$ cat src/rtl/mult_div_unit.sv
// Iterative shift-add multiply / restoring divide producing {hi, lo}.
// Define MDU_SIGNED_EN to honour op_signed (magnitude/negation logic).
module mult_div_unit #(
    parameter int DATA_BITS = 32
) (
    input  logic                   clk,
    input  logic                   rst,
    input  logic                   start,
    input  logic                   op_div,
    input  logic                   op_signed,
    input  logic [DATA_BITS-1:0]   a,
    input  logic [DATA_BITS-1:0]   b,
    output logic                   busy,
    output logic                   ready,
    output logic [2*DATA_BITS-1:0] result
);

    localparam int W  = DATA_BITS;
    localparam int CW = $clog2(DATA_BITS) + 1;

    typedef enum logic [1:0] {IDLE, RUN, FIX, DONE} state_t;

    state_t           state_q, state_d;
    logic [CW-1:0]    cnt_q, cnt_d;
    logic [2*W-1:0]   acc_q, acc_d;
    logic [W-1:0]     opnd_q, opnd_d;
    logic [2*W-1:0]   result_q, result_d;
    logic             busy_q, busy_d;
    logic             ready_q, ready_d;

    logic [W-1:0]     mag_a, mag_b;
    logic [W:0]       mul_sum;
    logic [W:0]       div_shift, div_diff;
    logic [2*W-1:0]   step, fixed;
    logic             accept;

`ifdef MDU_SIGNED_EN
    logic div_q, div_d;
    logic neg_q, neg_d;
    logic rneg_q, rneg_d;
    logic sa, sb;
`else
    logic unused_sign;
    assign unused_sign = op_signed;
`endif

    // Operand magnitudes, one RUN iteration and FIX-stage correction
    always_comb begin
        mag_a = a;
        mag_b = b;
`ifdef MDU_SIGNED_EN
        sa = op_signed & a[W-1];
        sb = op_signed & b[W-1];
        if (sa) mag_a = -a;
        if (sb) mag_b = -b;
`endif
        mul_sum   = {1'b0, acc_q[2*W-1:W]}
                  + (acc_q[0] ? {1'b0, opnd_q} : '0);
        div_shift = {acc_q[2*W-1:W], acc_q[W-1]};
        div_diff  = div_shift - {1'b0, opnd_q};
        fixed     = acc_q;
`ifdef MDU_SIGNED_EN
        if (div_q) begin
            if (neg_q)  fixed[W-1:0]   = -acc_q[W-1:0];
            if (rneg_q) fixed[2*W-1:W] = -acc_q[2*W-1:W];
        end else if (neg_q) begin
            fixed = -acc_q;
        end
        if (op_div_run()) step = '0;
`endif
        if (div_mode()) begin
            if (!div_diff[W])
                step = {div_diff[W-1:0], acc_q[W-2:0], 1'b1};
            else
                step = {div_shift[W-1:0], acc_q[W-2:0], 1'b0};
        end else begin
            step = {mul_sum, acc_q[W-1:1]};
        end
    end

    // Next-state, datapath and registered-output selection
    always_comb begin
        state_d  = state_q;
        cnt_d    = cnt_q;
        acc_d    = acc_q;
        opnd_d   = opnd_q;
        result_d = result_q;
        accept   = 1'b0;
`ifdef MDU_SIGNED_EN
        div_d    = div_q;
        neg_d    = neg_q;
        rneg_d   = rneg_q;
`endif
        unique case (state_q)
            IDLE: accept = start;
            RUN: begin
                acc_d = step;
                cnt_d = cnt_q + CW'(1);
                if (cnt_q == CW'(W - 1)) state_d = FIX;
            end
            FIX: begin
                result_d = fixed;
                state_d  = DONE;
            end
            DONE: begin
                accept  = start;
                state_d = IDLE;
            end
        endcase
        if (accept) begin
            state_d = RUN;
            cnt_d   = '0;
            acc_d   = {{W{1'b0}}, op_div ? mag_a : mag_b};
            opnd_d  = op_div ? mag_b : mag_a;
`ifdef MDU_SIGNED_EN
            div_d   = op_div;
            neg_d   = sa ^ sb;
            rneg_d  = sa;
`endif
        end
        busy_d  = (state_d == RUN) || (state_d == FIX);
        ready_d = (state_d == DONE);
    end

    // State register with synchronous reset
    always_ff @(posedge clk) begin
        if (rst) begin
            state_q  <= IDLE;
            cnt_q    <= '0;
            acc_q    <= '0;
            opnd_q   <= '0;
            result_q <= '0;
            busy_q   <= 1'b0;
            ready_q  <= 1'b0;
`ifdef MDU_SIGNED_EN
            div_q    <= 1'b0;
            neg_q    <= 1'b0;
            rneg_q   <= 1'b0;
`endif
        end else begin
            state_q  <= state_d;
            cnt_q    <= cnt_d;
            acc_q    <= acc_d;
            opnd_q   <= opnd_d;
            result_q <= result_d;
            busy_q   <= busy_d;
            ready_q  <= ready_d;
`ifdef MDU_SIGNED_EN
            div_q    <= div_d;
            neg_q    <= neg_d;
            rneg_q   <= rneg_d;
`endif
        end
    end

    // Operation kind held across RUN for the iteration mux
    logic mode_q;
    always_ff @(posedge clk) begin
        if (rst)         mode_q <= 1'b0;
        else if (accept) mode_q <= op_div;
    end

    function automatic logic div_mode();
        return mode_q;
    endfunction

`ifdef MDU_SIGNED_EN
    function automatic logic op_div_run();
        return 1'b0;
    endfunction
`endif

    assign busy   = busy_q;
    assign ready  = ready_q;
    assign result = result_q;

endmodule
$ cat config.mk
export PLATFORM = sky130hd
export DESIGN_NAME = mult_div_unit
export DESIGN_NICKNAME = d
export VERILOG_FILES = /design/src/rtl/mult_div_unit.sv
export SDC_FILE = /design/constraint.sdc
export NUM_CORES = 1
export LEC_CHECK = 0
export CORE_UTILIZATION = 52
export CTS_CLUSTER_SIZE = 20
export DETAILED_ROUTE_END_ITERATION = 16
export PLACE_DENSITY = 0.75
export SETUP_SLACK_MARGIN = 0.05
export SYNTH_ARGS = -nofsm -noshare
export SYNTH_HDL_FRONTEND = slang
export SYNTH_SLANG_ARGS = --single-unit
export TNS_END_PERCENT = 10
$ cat constraint.sdc
create_clock -name clk -period 2.7 [get_ports clk]
set_input_delay 0.27 -clock clk [delete_from_list [all_inputs] [get_ports clk]]
set_output_delay 0.27 -clock clk [all_outputs]
set_load 0.05 [all_outputs]
==> impl_metrics.ini <==
[global_route]
gr-total-overflow = 0
antenna_found_initial = 0
grt_pass1_vias = 10900
grt_pass1_wl_mm = 55.5
grt_start_max_net_pins = 75
global_routing_usage_summed_across_all_routing_layers = 0.315

[floorplan]
floorplan.initialDensity = 0.531
chipWidth_um = 148
pin_count = 135
core_region_area_um2 = 21000
design.die.area_um2 = 22000
floorplan.die.height_um = 148
rows = 53

[sta]
grt_setup_unrepaired = yes
timing.final.setup_violations = 33
worst_clock_skew_ns = 0.0144
slew_headroom = 0.486
layout_min_cycle_time_ns = 3.07
timing.final.max_slew_violations = 0
worst_slew_pin_slew_ns = 0.770
postLayoutSetupSlackWorst_ns = -0.370
finalHoldViolCount = 0
timing.final.crit_share = 1.14
maxClockFrequency_mhz = 326

[worst_hold_path]
worstHoldStart = rst
worstHoldEndpoint = cnt_q[5]
min-delay-path-class = in -> reg
worst_hold_path.num_cells = 4

[worst_setup_path]
timing.rr.start = acc_q[0]
start_kind = flip-flop
register_to_register_path_setup_slack_ns = -0.37
worstReg2RegEnd = acc_q[60]
worstRegToRegCells = 14
critPathRequiredTime_ns = 3.06
path_class = reg -> reg
critical_path.endpoint_type = flip-flop
peak_fanout_along_the_critical_path = 6
cp_data_arrival_time_ns = 3.43

[logic_synthesis]
postSynthRegisterBits = 171
synthFlopType = sky130_fd_sc_hd__dfxtp_1
async_reset_ff_frac = 0
post_synth_main_area_contributors = sky130_fd_sc_hd__dfxtp_1, sky130_fd_sc_hd__mux2i_1, sky130_fd_sc_hd__ha_1
yosysUniqueCellTypes = 64
synth.top_cell.area_share = 0.307
syn-mean-instance-area_um2 = 8.45
synthesis.instances = 1320
synth_edf_count = 0
synth_seq_area_share = 0.307
synth_warnings = 0
synth.net_count = 1459
post_synth_instance_area_um2 = 11200
synth.largest_area_cell = sky130_fd_sc_hd__dfxtp_1

[detailed_routing]
dr_total_vias = 11500
route.detailed.drc = 0
final_antenna_net_count = 0
detailedRoute.firstPassIterationCount = 5
wirelength_routed_mm = 36.4
wire_length_per_cell_um = 19.0
drt_iter0_markers = 872
post_drt_via_cell_ratio = 5.97

[placement]
dp_hpwl_mm = 24.5
placedCellCount = 1857
count_of_buffers_inserted_at_the_top_level_ports = 133
final_replace_weighted_congestion = 0.910

[clock_network]
clkTransAtPathRegs_ns = 0.08
cts_htree_levels = 4
clkSinkCount = 171
cts_hold_repair.buffers = 0
cts_tree = yes
cts.path.max_buffers = 2
insertion_delay_ns = 0.45
cts_made_buffers = 17
ctsRootBufferMaster = sky130_fd_sc_hd__clkbuf_16

[power]
combPwrFrac = 0.285
clock_power_share = 0.342
leakage_nw = 6.59
power.internal_w = 0.00492
power.density_cell_area_nw_per_um2 = 469
net_load_switching_power_w = 0.00249
power.sequential.fraction = 0.373
peakVddDrop_v = 0.000449
sw_frac_of_total = 0.336

[cells_and_area]
num_antenna_cells = 0
final_cells = 1921
mostFrequentLayoutCell = sky130_fd_sc_hd__buf_4
final_cell_mix = sky130_fd_sc_hd__buf_4, sky130_fd_sc_hd__nor2_1, sky130_fd_sc_hd__mux2i_1
syn_to_final_growth_pct = 41.4
drive_above_1_share = 0.251
postLayoutCoreUtil = 0.750
fillerInstances = 1431
finalNetCount = 1772

[status]
run_status = complete, but fails checks
failed_checks = setup timing

[job]
drv.max_cap_violation_count = 0
==> stage by stage <==
stage	power [W]	cell area, um2	hold slack (ns)	TNS (ns)	worst slack [ns]
2_1_floorplan	0.00386	11300	0.459	-0.112	-0.0307
3_3_place_gp	0.00455	14400	0.469	-9.28	-0.419
3_5_place_dp	0.00459	14400	0.481	-10.84	-0.463
4_1_cts	0.00723	15300	0.334	-5.17	-0.310
5_1_grt	0.00767	15800	0.359	-10.65	-0.485
6_report	0.00741	15800	0.354	-8.25	-0.370
==> Yosys cell counts, drive strengths merged, types with 2 or more instances <==
cell	instances
o221ai	11
nand3	22
o31ai	5
a221oi	6
nand2b	10
nor2b	4
a41oi	3
a32o	4
nor2	178
fa	2
mux2	4
xor2	22
o21bai	4
o211a	5
a31oi	14
and3	9
a21oi	65
o21ai	57
dfxtp	171
buf	28
a41o	2
inv	46
o21a	9
o211ai	12
a31o	9
a211oi	113
a211o	2
o2111ai	2
or3	4
nand2	67
clkbuf	56
and2	42
xnor2	33
a21o	29
nand4	6
mux2i	167
ha	68
a21boi	3
a22o	2
nor3	12
==> cell families (layout without fill, tap and decap cells) <==
| kind of cell | Yosys count | in the layout | synth area share |
|---|---|---|---|
| AO/OA/AOI/OAI | 363 | 365 | 0.225 |
| XOR/XNOR | 55 | 55 | 0.0432 |
| adder cells (fa/ha/maj) | 70 | 70 | 0.0799 |
| buffers and inverters | 131 | 455 | 0.0470 |
| flip-flops | 171 | 171 | 0.307 |
| multiplexers | 171 | 171 | 0.154 |
| AND/OR/NAND/NOR | 359 | 359 | 0.144 |
==> registers in the layout, summed over array words and instances (netlist names) <==
| signal | flops |
|---|---|
| acc_q | 64 |
| opnd_q | 32 |
| state_q | 2 |
| mode_q | 1 |
| ready | 1 |
| result | 64 |
| busy | 1 |
| cnt_q | 6 |
==> metal layers <==
metal | global-route usage | up-vias | share of wire
li1 | - | 5457 | -
met1 | 0.418 | 5441 | 0.43
met2 | 0.506 | 485 | 0.47
met3 | 0.0607 | 89 | 0.081
met4 | 0.109 | 0 | 0.026
met5 | 0 | - | 0
==> worst max-delay path, stage by stage, from the launching register on <==
cell and delay, ns:
sky130_fd_sc_hd__dfxtp_4 0.41, sky130_fd_sc_hd__buf_6 0.15, sky130_fd_sc_hd__and2_1 0.18, sky130_fd_sc_hd__ha_4 0.23, sky130_fd_sc_hd__a21oi_1 0.25, sky130_fd_sc_hd__nor2_1 0.11
sky130_fd_sc_hd__a211oi_2 0.30, sky130_fd_sc_hd__a21oi_2 0.12, sky130_fd_sc_hd__o211ai_1 0.17, sky130_fd_sc_hd__buf_4 0.16, sky130_fd_sc_hd__o31ai_4 0.10, sky130_fd_sc_hd__a211oi_2 0.26
sky130_fd_sc_hd__mux2i_1 0.27, sky130_fd_sc_hd__nor2_1 0.09, sky130_fd_sc_hd__a211oi_2 0.19
==> how the worst max path moves through the flow <==
stage / startpoint / end / slack, ns / cells past startpoint
finish: acc_q[0] / acc_q[60] / -0.37 / 14
global placement: acc_q[31] / acc_q[35] / -0.42 / 13
global route: acc_q[0] / acc_q[60] / -0.48 / 14
detailed placement: acc_q[31] / acc_q[49] / -0.46 / 13
CTS: acc_q[0] / acc_q[60] / -0.31 / 13
floorplan: acc_q[31] / acc_q[48] / -0.03 / 14
==> power groups by stage <==
stage | registers (W) | clock network, W | logic, W
final | 0.00276 | 0.00253 | 0.00211
after CTS | 0.00275 | 0.00254 | 0.00193
after detailed placement | 0.00281 | 0 | 0.00178
after floorplan | 0.00277 | 0 | 0.00109
after global routing | 0.00277 | 0.00265 | 0.00225
after global placement | 0.00281 | 0 | 0.00175
==> final cells by class <==
cell class / count / area (um2) / area share
Clock inverter: 14 / 180 / 0.0114
Multi-Input combinational cell: 1020 / 7870 / 0.499
Clock buffer: 18 / 429 / 0.0272
Timing Repair Buffer: 376 / 3310 / 0.210
Tap cell: 275 / 344 / 0.0218
Inverter: 47 / 176 / 0.0112
Sequential cell: 171 / 3460 / 0.220
==> repair_timing <==
item / CTS / global route
setup buffers: 11 / 17
gates cloned: 2 / 2
endpoints found under the setup margin: 33 / 33
pin swaps: 29 / 42
resized for setup: 76 / 56
Note: power is estimated with default switching activity, not from simulation.
